`config.mk`:
```
export PLATFORM = sky130hd
export DESIGN_NAME = wrr_grant_scheduler_flat
export DESIGN_NICKNAME = d
export VERILOG_FILES = /design/src/rtl/wrr_grant_if.sv /design/src/rtl/wrr_grant_scheduler.sv /design/src/flat_wrapper.sv
export SDC_FILE = /design/constraint.sdc
export NUM_CORES = 1
export LEC_CHECK = 0
export CAP_MARGIN = 10
export CORE_MARGIN = 1.5
export CORE_UTILIZATION = 45
export CTS_BUF_LIST = sky130_fd_sc_hd__clkbuf_4 sky130_fd_sc_hd__clkbuf_8
export DETAILED_ROUTE_END_ITERATION = 10
export PLACE_DENSITY = 0.82
export SYNTH_ARGS = -nofsm -noshare
export SYNTH_HDL_FRONTEND = slang
export SYNTH_SLANG_ARGS = --single-unit
export TNS_END_PERCENT = 20
```
`constraint.sdc`:
```
create_clock -name clk -period 2.15 [get_ports clk]
set_input_delay 0.5375 -clock clk [delete_from_list [all_inputs] [get_ports clk]]
set_output_delay 0.5375 -clock clk [all_outputs]
set_load 0.02 [all_outputs]
```
`src/rtl/wrr_grant_if.sv`:
```
// Handshake bundle between the requester front-ends (master) and the
// weighted round-robin grant scheduler (slave).
interface wrr_grant_if #(
  parameter int N  = 4,
  parameter int CW = 4,
  parameter int IW = 2
) ();
  logic [N-1:0]    req;
  logic [N*CW-1:0] weight;
  logic            done;
  logic [N-1:0]    grant;
  logic            gnt_vld;
  logic [IW-1:0]   gnt_id;
  logic [CW-1:0]   credit;

  modport master (
    output req,
    output weight,
    output done,
    input  grant,
    input  gnt_vld,
    input  gnt_id,
    input  credit
  );

  modport slave (
    input  req,
    input  weight,
    input  done,
    output grant,
    output gnt_vld,
    output gnt_id,
    output credit
  );
endinterface

```
`src/rtl/wrr_grant_scheduler.sv`:
```
// Weighted round-robin scheduler: each grantee keeps the shared resource for up to
// weight[i] completed transfers, then the grant rotates with no idle bubble.
module wrr_grant_scheduler #(
  parameter int N  = 4,
  parameter int CW = 4,
  parameter int IW = 2
) (
  input  logic           clk,
  input  logic           rst,
  wrr_grant_if.slave     bus
);

  typedef enum logic [0:0] {
    IDLE = 1'b0,
    BUSY = 1'b1
  } state_t;

  state_t        state_q, state_d;
  logic [IW-1:0] ptr_q, ptr_d;
  logic [N-1:0]  grant_q, grant_d;
  logic [IW-1:0] gnt_id_q, gnt_id_d;
  logic [CW-1:0] credit_q, credit_d;

  // Rotating search starting at p; returns {found, index}.
  function automatic logic [IW:0] pick(input logic [N-1:0] r, input logic [IW-1:0] p);
    logic          found;
    logic [IW-1:0] idx;
    int            cand;
    found = 1'b0;
    idx   = '0;
    for (int k = 0; k < N; k++) begin
      cand = (int'(p) + k) % N;
      if (!found && r[cand]) begin
        found = 1'b1;
        idx   = IW'(cand);
      end
    end
    return {found, idx};
  endfunction

  // A zero weight still grants one transfer so a requester can never be starved.
  function automatic logic [CW-1:0] sat_weight(input logic [CW-1:0] w);
    return (w == '0) ? CW'(1) : w;
  endfunction

  function automatic logic [N-1:0] onehot(input logic [IW-1:0] idx);
    return {{(N-1){1'b0}}, 1'b1} << idx;
  endfunction

  logic [IW:0]   pick_idle;
  logic [IW:0]   pick_rel;
  logic [IW-1:0] rel_ptr;
  logic          grantee_req;
  logic          rel_now;

  always_comb begin
    rel_ptr     = IW'((int'(gnt_id_q) + 1) % N);
    pick_idle   = pick(bus.req, ptr_q);
    // Searching from the slot after the grantee places the grantee last, so it
    // is re-picked only when nobody else is waiting.
    pick_rel    = pick(bus.req, rel_ptr);
    grantee_req = bus.req[gnt_id_q];
    rel_now     = (state_q == BUSY) &&
                  (!grantee_req || (bus.done && (credit_q == CW'(1))));
  end

  always_comb begin
    state_d  = state_q;
    ptr_d    = ptr_q;
    grant_d  = grant_q;
    gnt_id_d = gnt_id_q;
    credit_d = credit_q;
    unique case (state_q)
      IDLE: begin
        if (pick_idle[IW]) begin
          state_d  = BUSY;
          gnt_id_d = pick_idle[IW-1:0];
          grant_d  = onehot(pick_idle[IW-1:0]);
          credit_d = sat_weight(bus.weight[pick_idle[IW-1:0]*CW +: CW]);
        end
      end
      BUSY: begin
        if (rel_now) begin
          ptr_d = rel_ptr;
          if (pick_rel[IW]) begin
            gnt_id_d = pick_rel[IW-1:0];
            grant_d  = onehot(pick_rel[IW-1:0]);
            credit_d = sat_weight(bus.weight[pick_rel[IW-1:0]*CW +: CW]);
          end else begin
            state_d  = IDLE;
            grant_d  = '0;
            credit_d = '0;
          end
        end else if (bus.done) begin
          credit_d = credit_q - CW'(1);
        end
      end
      default: begin
        state_d  = IDLE;
        grant_d  = '0;
        credit_d = '0;
      end
    endcase
  end

  always_ff @(posedge clk or posedge rst) begin
    if (rst) begin
      state_q  <= IDLE;
      ptr_q    <= '0;
      grant_q  <= '0;
      gnt_id_q <= '0;
      credit_q <= '0;
    end else begin
      state_q  <= state_d;
      ptr_q    <= ptr_d;
      grant_q  <= grant_d;
      gnt_id_q <= gnt_id_d;
      credit_q <= credit_d;
    end
  end

  assign bus.grant   = grant_q;
  assign bus.gnt_vld = |grant_q;
  assign bus.gnt_id  = gnt_id_q;
  assign bus.credit  = credit_q;

endmodule

```
`src/flat_wrapper.sv`:
```
// flat-port wrapper written by rule: the top's interface ports become plain ports
module wrr_grant_scheduler_flat 
#(
  parameter int N  = 4,
  parameter int CW = 4,
  parameter int IW = 2
)
  (clk, rst, bus_req, bus_weight, bus_done, bus_grant, bus_gnt_vld, bus_gnt_id, bus_credit);
  wrr_grant_if #(.N(N), .CW(CW), .IW(IW)) bus_i ();
  input  logic clk;
  input  logic rst;
  input wire logic [$bits(bus_i.req)-1:0] bus_req;
  input wire logic [$bits(bus_i.weight)-1:0] bus_weight;
  input wire logic [$bits(bus_i.done)-1:0] bus_done;
  output wire logic [$bits(bus_i.grant)-1:0] bus_grant;
  output wire logic [$bits(bus_i.gnt_vld)-1:0] bus_gnt_vld;
  output wire logic [$bits(bus_i.gnt_id)-1:0] bus_gnt_id;
  output wire logic [$bits(bus_i.credit)-1:0] bus_credit;
  assign bus_i.req = bus_req;
  assign bus_i.weight = bus_weight;
  assign bus_i.done = bus_done;
  assign bus_grant = bus_i.grant;
  assign bus_gnt_vld = bus_i.gnt_vld;
  assign bus_gnt_id = bus_i.gnt_id;
  assign bus_credit = bus_i.credit;
  wrr_grant_scheduler #(.N(N), .CW(CW), .IW(IW)) u_core (.clk(clk), .rst(rst), .bus(bus_i));
endmodule
```
* Word-level counts from Yosys, hierarchy flattened
Cells that the tools add are included.
** Operators by class
- Add/subtract/negate cells :: 8
- Magnitude comparators :: 9
- Equality and inequality tests :: 5
- Shift-type cells :: 4
- Multiplexer cells :: 59
- Bitwise operators :: 7
- Reductions and logical operators :: 29
** Operator list (number)
- 4-bit 2-to-1 mux :: 9
- 16-bit by 5-bit indexed part select with 4-bit output :: 2
- 1-bit 2-to-1 mux :: 26
- 3-bit by 4-bit less-than comparator with 1-bit output (second input constant) :: 6
- 2-bit 2-to-1 mux :: 11
- 1-bit binary-select mux with 2-bit select :: 9
- 4-bit one-hot mux with 2 select lines :: 2
- 2-bit OR reduction :: 6
- 2-bit by 3-bit less-than comparator with 1-bit output (second input constant) :: 3
- 2-bit adder (second input constant) :: 4
- 1-bit logical AND :: 8
- 4-bit logical NOT :: 2
- 1-bit by 2-bit left shift with 4-bit output (first input constant) :: 2
- 1-bit logical NOT :: 7
- 2-bit by 1-bit adder with 2-bit output (second input constant) :: 3
- 1-bit AND (first input constant) :: 6
- 2-bit AND reduction :: 3
- 4-bit by 1-bit equality test with 1-bit output (second input constant) :: 1
- 2-bit != test (second input constant) :: 2
- 2-bit one-hot mux with 2 select lines :: 1
- 4-bit OR reduction :: 1
- 4-bit by 1-bit subtractor with 4-bit output (second input constant) :: 1
- 3-bit != test (second input constant) :: 1
- 3-bit AND reduction :: 1
- other kinds (4) :: 4
** Storage, ports and cells
- Register bits :: 13
- Output and inout bits :: 11
- Logic and storage cells :: 126

* Longest topological paths before layout
Gate-level depths: netlist of run 1.
- Depth in word-level cells :: 21
- Depth in mapped cells :: 10
- Depth with buffers taken out :: 9

* Worst setup path after synthesis of run 1
Ideal clock, no wire load.
- Kind :: in2reg
- From :: in bus_req[0]
- To :: reg u_core.credit_q[0] (netlist: u_core.bus.credit[0])
- Setup time :: 0.126 ns
- Arrival :: 2.092 ns
- Slack :: -0.068 ns
- Stages :: 9
- Path buffers :: 2
- Path through :: buf_4 -> a21oi_2 -> o21ai_2 -> o2bb2a_4 -> buf_6 -> mux2_4 -> a22oi_2 -> o211ai_1 -> o32a_1
** Between the ends
- Cells in the longest elaborated chain, start to end :: 18
- Elaborated cells on any way between the ends :: 68
** RTL lines
- from (decl) :: RTL line flat_wrapper.sv:12 : input wire logic [$bits(bus_i.req)-1:0] bus_req;
- 1-bit binary-select mux with 2-bit select :: RTL line wrr_grant_scheduler.sv:33 : if (!found && r[cand]) begin
- 1-bit 2-to-1 mux (not written as such) :: RTL line wrr_grant_scheduler.sv:33
- 1-bit 2-to-1 mux :: RTL line wrr_grant_scheduler.sv:33
- 1-bit logical NOT :: RTL line wrr_grant_scheduler.sv:33
- 1-bit logical AND :: RTL line wrr_grant_scheduler.sv:33
- 1-bit 2-to-1 mux :: RTL line wrr_grant_scheduler.sv:33
- 1-bit logical NOT :: RTL line wrr_grant_scheduler.sv:33
- 1-bit logical AND :: RTL line wrr_grant_scheduler.sv:33
- (+2 left out)
- 1-bit logical AND :: RTL line wrr_grant_scheduler.sv:33
- 2-bit 2-to-1 mux :: RTL line wrr_grant_scheduler.sv:33
- 16-bit by 5-bit indexed part select with 4-bit output :: RTL line wrr_grant_scheduler.sv:88 : credit_d = sat_weight(bus.weight[pick_rel[IW-1:0]*CW +: CW]);
- 4-bit logical NOT :: RTL line wrr_grant_scheduler.sv:43 : return (w == '0) ? CW'(1) : w;
- 4-bit 2-to-1 mux :: RTL line wrr_grant_scheduler.sv:43
- 4-bit 2-to-1 mux :: RTL line wrr_grant_scheduler.sv:85 : if (pick_rel[IW]) begin
- 4-bit 2-to-1 mux :: RTL line wrr_grant_scheduler.sv:83 : if (rel_now) begin
- 4-bit one-hot mux with 2 select lines :: RTL line wrr_grant_scheduler.sv:73 : unique case (state_q)
- to (signal assigned) :: RTL line wrr_grant_scheduler.sv:118 : credit_q <= credit_d;
- to (decl) :: RTL line wrr_grant_scheduler.sv:22 : logic [CW-1:0] credit_q, credit_d;
Parallel ways exist; a longest one is shown, timed or not. The select of a mux whose other input is x is not followed.
A chain may end at the register's enable or synchronous reset.

* Worst setup path in the final report of run 1
- From :: reg u_core.gnt_id_q[0] (netlist: u_core.bus.gnt_id[0])
- To :: out bus_gnt_id[0]
** RTL lines
- from (decl) :: RTL line wrr_grant_scheduler.sv:21 : logic [IW-1:0] gnt_id_q, gnt_id_d;
- from (signal assigned) :: RTL line wrr_grant_scheduler.sv:117 : gnt_id_q <= gnt_id_d;
- to (decl) :: RTL line flat_wrapper.sv:17 : output wire logic [$bits(bus_i.gnt_id)-1:0] bus_gnt_id;
No word-level cell between the ends.

==> results of run 1 <==
==> report_power, final <==
part / internal (mW) / switching, mW / leakage, nW
combinational: 1.07 / 0.996 / 0.695
sequential: 0.373 / 0.175 / 0.147
clock: 0.0848 / 0.0905 / 0.0184
total: 1.53 / 1.26 / 0.860
==> worst max path at each step <==
stage,start,to,cells past startpoint
3_3_place_gp,bus_req[0],u_core.bus.credit[3],9
6_report,u_core.bus.gnt_id[0],bus_gnt_id[0],3
3_5_place_dp,bus_req[1],u_core.bus.credit[0],9
2_1_floorplan,bus_req[1],u_core.bus.credit[0],9
5_1_grt,u_core.bus.gnt_id[0],u_core.bus.credit[1],9
4_1_cts,bus_req[1],u_core.bus.credit[0],10
==> area by class of cell <==
class                      instances  share of cell area (%)
clock buffer                       4                    1.50
inverter                           7                    1.31
multi-input combinational        124                    50.7
sequential                        13                    16.5
tap                               31                    1.94
timing repair buffer              65                    28.1
==> cell families (layout without fill, tap and decap cells) <==
kind of cell / count (synthesis) / in the layout
AO/OA/AOI/OAI: 53 / 53
AND/OR/NAND/NOR: 52 / 52
buffers and inverters: 17 / 76
multiplexers: 15 / 15
flip-flops: 13 / 13
adder cells (fa/ha/maj): 2 / 2
XOR/XNOR: 2 / 2
==> sequential cells by signal, indices dropped and copies added (netlist names) <==
signal             flops
u_core.state_q         1
u_core.bus.grant       4
u_core.bus.gnt_id      2
u_core.bus.credit      4
u_core.ptr_q           2
==> cell usage in the layout, fill, tap and decap left out, drive strengths merged, types with 3 or more instances in the layout <==
cell type      netlist  layout
nand2               16      16
a22oi                5       5
a21oi               17      17
nor2                16      16
nor3                 4       4
nor2b                3       3
inv                  7       7
o21ai                6       6
buf                  8      33
mux2i               10      10
a32oi                3       3
clkbuf               2       7
dfrtp               13      13
clkdlybuf4s50        0      28
mux2                 4       4
==> timing repair <==
| item | in CTS | in global routing |
|---|---|---|
| setup buffers | 2 | 5 |
| pin swaps | 9 | 10 |
| cloned | 1 | 0 |
| resized for setup | 24 | 25 |
| endpoints found under the setup margin | 11 | 6 |
| hold buffers | 0 | 0 |
==> worst max-delay path, stage by stage, from the launching register on <==
cell	delay, ns
dfrtp_2	0.45
buf_4	0.14
buf_4	0.12
clkdlybuf4s50_1	0.59
==> routing by layer <==
layer / track usage [%] / vias to the layer above / routed length (µm)
met5: 0 / - / 0
met1: 31.9 / 744 / 1660
met3: 3.72 / 13 / 278
met4: 10.5 / 0 / 114
li1: - / 692 / -
met2: 44.0 / 79 / 2200
==> metrics by stage <==
step	setup TNS, ns	hold WS (ns)
after floorplan	0	0.414
after global placement	-4.52	0.529
after detailed placement	-5.32	0.540
after CTS	0	0.565
after global routing	-0.142	0.589
final	0	0.557
==> metrics.csv, run 1 <==
metric;value;unit
status;complete, no violations;
DRC Markers;0;
Reg2Reg Setup Slack;0.03;ns
Starting Density;47.0;%
Chip Width;56.2;µm
worst reg2reg path depth;9;
die height;56.2;µm
Synth Area in Simple Gates;19.6;%
Fillers;187;
clock root cell;clkbuf_4;
Post-synth ARST share;100;%
vias in the first global route;1410;
WL final;4.25;mm
n_diodes;0;
Setup CP Type;register to output pin;
PwrDens;1390;nW/µm²
clk_skew;0.00481;ns
Area Overhead vs Synth;56.7;%
reg2reg end;u_core.bus.credit[1];
worst r2r src;u_core.bus.gnt_id[0];
Place WS;-0.621;ns
worst skew pair latency;0.29;ns
WL/cell;17.4;µm
Post-synth EDFFs;0;
Ports;34;
core area;2710;µm²
Syn Area/Cell;8.28;µm²
final core area utilization;73.7;%
footprint of the multi-input gates;1010;µm²
CTS Sinks;13;
final RePlAce weighted congestion;0.789;
hold_sp;u_core.bus.grant[1];
first-pass GRT wire length;6.44;mm
Final Max Slew Viols;0;
final hold vios;0;
IO buf count;33;
Worst EP arrival;1.59;ns
CTS tree;built;
Iteration-0 DRC Markers;48;
syn_nets;179;
fraction of synthesized area in multiplexers;13.4;%
placed cell count;232;
Mapped Area;1270;µm²
leakage power;0.860;nW
ranking of synthesized cells by area;dfrtp_1 (26%), mux2i_1 (7.9%), a21oi_1 (6.3%);
Period minus WS final;2.13;ns
CTS clk-pin slew, worst paths;0.09;ns
fin crit share;99.2;%
DP Area;1780;µm²
crit path max fanout;7;
Final ANT Viol Nets;0;
Hold EP;u_core.bus.grant[1];
largest family of logic cells by synthesized area;compound AO/OA/AOI/OAI gates;
#FFs+latches synth;13;
cts bufs inserted;3;
xor/xnor share of the synthesized area;1.37;%
ratio of cells with drive above 1 in the final layout;37.6;%
initial antenna violation count;0;
Synth Area in Compound Gates;31.2;%
post-synthesis adder-cell area fraction;1.96;%
Final Power;2.79;mW
synth warn;0;
fin worst setup slack;0.0179;ns
CTS H-tree depth;1;
sequential fraction of the synthesis area;25.5;%
WP data required;1.61;ns
row count;19;
Layout Cells excl Fill;244;
area leader, netlist;dfrtp_1;
Main synth FF type;dfrtp_1;
vias;1528;
cells after synthesis;154;
Synth top area share;25.5;%
total die area;3160;µm²
Nets;239;
clock buffer depth;2;
hpwl dp;2.77;mm
fin area;2000;µm²
Worst setup EP type;output pin;
first-pass detailed-route iteration total;4;
max cap viols;0;
largest net degree at the start of global routing;18;
Hold Path Class;register to register;
gr ovfl total;0;
Synth top cells by count;a21oi_1 (16), nand2_1 (16), nor2_1 (16);
Tot GR Track Use;25.6;%
register area;329;µm²
Rel. slew slack;65.5;%
Via density;6.26;
measured slew at the worst slew-check pin;0.517;ns
final setup fails;0;
fmax;0.469;GHz
Worst Hold Path Cells;2;
nature of the critical path startpoint;register;
Yosys cell types;54;
Max VDD drop;0.000938;V
No activity file was read; power rests on OpenSTA's default activity.
==> run 2, diff against run 1 <==
Settings changed: TNS_END_PERCENT 20 to default.
==> run 2 against run 1 <==
  * First-iteration DRC count rose by 13%
  * Via count fell by 1.8%
  * Flip-flop and latch count did not move
  * Clock-buffer cell count did not move
  * Clock power barely moved
  * Design area rose by 3.7%
  * Maximum frequency fell by 0.63%
  * Die area did not move
  * Sequential share of layout area fell by 0.59 points
  * Setup slack got worse by 0.013 ns
  * Critical path type is now input pin to register
==> metrics.csv, run 2 (synthesis gave the netlist of run 1 again) <==
metric;value;unit;change
Via density;6.02;;-3.8%
final core area utilization;76.5;%;+2.7 points
gr ovfl total;0;;unchanged
leakage power;0.893;nW;+3.9%
setup TNS;0;ns;unchanged
WL met1;1.82;mm;+9.5%
largest net degree at the start of global routing;18;;unchanged
Ports;34;;unchanged
Clock power frac;6.1;%;-0.2 points
CTS H-tree depth;1;;unchanged
hold_buf cts;0;;unchanged
worst reg2reg path depth;8;;-1
fmax;0.466;GHz;-0.63%
Internal Power;1.59;mW;+4.4%
Chip Width;56.2;µm;unchanged
Worst Hold Path Cells;2;;unchanged
commonest non-fill, non-tap cell in the layout;buf_4;;
Final Power;2.89;mW;+3.5%
measured slew at the worst slew-check pin;0.548;ns;+0.0302 ns
PwrDens;1390;nW/µm²;-0.17%
initial antenna violation count;0;;unchanged
Hold EP;u_core.bus.grant[1];;
CTS tree;built;;
final hold vios;0;;unchanged
first-pass GRT wire length;6.51;mm;+1.2%
first-pass detailed-route iteration total;6;;+2
hpwl dp;2.77;mm;unchanged
worst r2r src;u_core.bus.gnt_id[0];;
clock root cell;clkbuf_4;;
slowest stage cell, crit path;o21bai_1;;
CTS clk-pin slew, worst paths;0.08;ns;about the same
Fillers;179;;-4.3%
clk_skew;0.00125;ns;-0.00356 ns
placed cell count;232;;unchanged
Max VDD drop;0.00103;V;+9.5%
critical-path cell list;clkdlybuf4s15_1, buf_6, nor2b_1, a21oi_1, o21bai_1, a21oi_1, a22oi_2, buf_4, nand3_1, a31oi_1;;
crit path max fanout;5;;-2
Hold Path Class;register to register;;
vias;1500;;-1.8%
Net Sw Frac;44.8;%;-0.48 points
clock buffer depth;2;;unchanged
WL met3;237;µm;-15%
met2 WL;2.20;mm;-0.18%
total die area;3160;µm²;unchanged
Final ANT Viol Nets;0;;unchanged
nature of the critical path startpoint;input pin;;
fin crit share;99.8;%;+0.63 points
CP bufs+invs;3;;unchanged
Nets;244;;+2.1%
critical path's top delay family;compound AO/OA/AOI/OAI gates;;
crit-path max cell delay;0.40;ns;-0.19 ns
WL/cell;17.6;µm;+0.83%
n_diodes;0;;unchanged
Area Overhead vs Synth;62.5;%;
Worst EP arrival;2.34;ns;+0.75 ns
WL final;4.37;mm;+2.9%
final RePlAce weighted congestion;0.789;;unchanged
reg2reg end;u_core.bus.credit[0];;
Iteration-0 DRC Markers;54;;+13%
Worst path most repeated cell;a21oi_1;;
core area;2710;µm²;unchanged
Tot GR Track Use;26.2;%;+0.53 points
Starting Density;47.0;%;unchanged
sequential cell fraction of total power;18.9;%;-0.8 points
DRC Markers;0;;unchanged
Comb pwr share;75.0;%;+0.9 points
status;complete, no violations;;
WP data required;2.35;ns;+0.74 ns
IO buf count;33;;unchanged
CTS Sinks;13;;unchanged
cts bufs inserted;3;;unchanged
Reg2Reg Setup Slack;0.02;ns;about the same
Setup CP Type;input pin to register;;
hold_sp;u_core.bus.grant[1];;
Worst setup EP type;register;;
Final Max Slew Viols;0;;unchanged
NetSw;1.29;mW;+2.4%
Layout Cells excl Fill;249;;+2.0%
most frequent cells in the layout;buf_4 (32), clkdlybuf4s50_1 (28), nand2_1 (14);;
ratio of cells with drive above 1 in the final layout;38.5;%;+0.97 points
max cap viols;0;;unchanged
top layer in use;met4;;
RSZ-0062 raised after global routing;true;;
die height;56.2;µm;unchanged
vias in the first global route;1413;;+0.21%
worst skew pair latency;0.29;ns;about the same
Rel. slew slack;63.5;%;-2.0 points
row count;19;;unchanged
final setup fails;0;;unchanged
Period minus WS final;2.15;ns;+0.0135 ns
==> run 2: changes by cell type in the layout (fill, tap and decap cells not counted), sizes merged <==
cell and delta:
buf +4, clkbuf -1, clkdlybuf4s15 +2
==> run 2: area by class of cell <==
class                      count  area, µm²  area share, %
multi-input combinational    124       1020           49.3
timing repair buffer          70        626           30.2
sequential                    13        329           15.9
tap                           31       38.8           1.87
clock buffer                   4       30.0           1.45
inverter                       7       26.3           1.27
==> run 2: tightest hold or removal path: cells and delay by family, from the launching register on <==
kind,cells,cell delay [ns]
AND/OR/NAND/NOR,1,0.05
AO/OA/AOI/OAI,1,0.10
flip-flops,1,0.37
==> run 2: what timing repair did <==
item                                    CTS  global route
pin swaps                                12            11
resized for setup                        26            23
setup buffers                             3             9
endpoints found under the setup margin   11             5
cloned                                    1             0
==> run 2: metal layers <==
layer / GRT usage, % / up-vias
met5: 0 / -
met4: 11.9 / 0
met3: 4.42 / 18
met2: 44.0 / 78
met1: 32.5 / 701
li1: - / 703
==> run 2: metrics by stage <==
step                      cell area [µm²]  setup WS [ns]  hold WS [ns]
after floorplan                      1310         0.0105         0.414
after global placement               1780         -0.542         0.529
after detailed placement             1780         -0.621         0.540
after CTS                            1920         0.0120         0.565
after global routing                 2070         -0.101         0.588
final                                2070        0.00440         0.559
==> run 2: power groups by stage <==
stage               Sequential, mW  Combinational (mW)  Clock, mW
floorplan                    0.589                1.02          0
global placement             0.526                1.66          0
detailed placement           0.538                1.69          0
CTS                          0.534                1.84      0.179
global route                 0.563                2.30      0.187
finish                       0.545                2.16      0.175
==> run 2: worst max-delay path by stage <==
stage / from / endpoint / slack (ns) / depth (start not counted)
4_1_cts: bus_req[1] / u_core.bus.credit[0] / 0.01 / 10
3_5_place_dp: bus_req[1] / u_core.bus.credit[0] / -0.62 / 9
6_report: bus_req[1] / u_core.bus.credit[1] / 0.004 / 10
5_1_grt: u_core.bus.gnt_id[0] / u_core.bus.credit[1] / -0.10 / 8
2_1_floorplan: bus_req[1] / u_core.bus.credit[0] / 0.01 / 9
3_3_place_gp: bus_req[0] / u_core.bus.credit[3] / -0.54 / 9
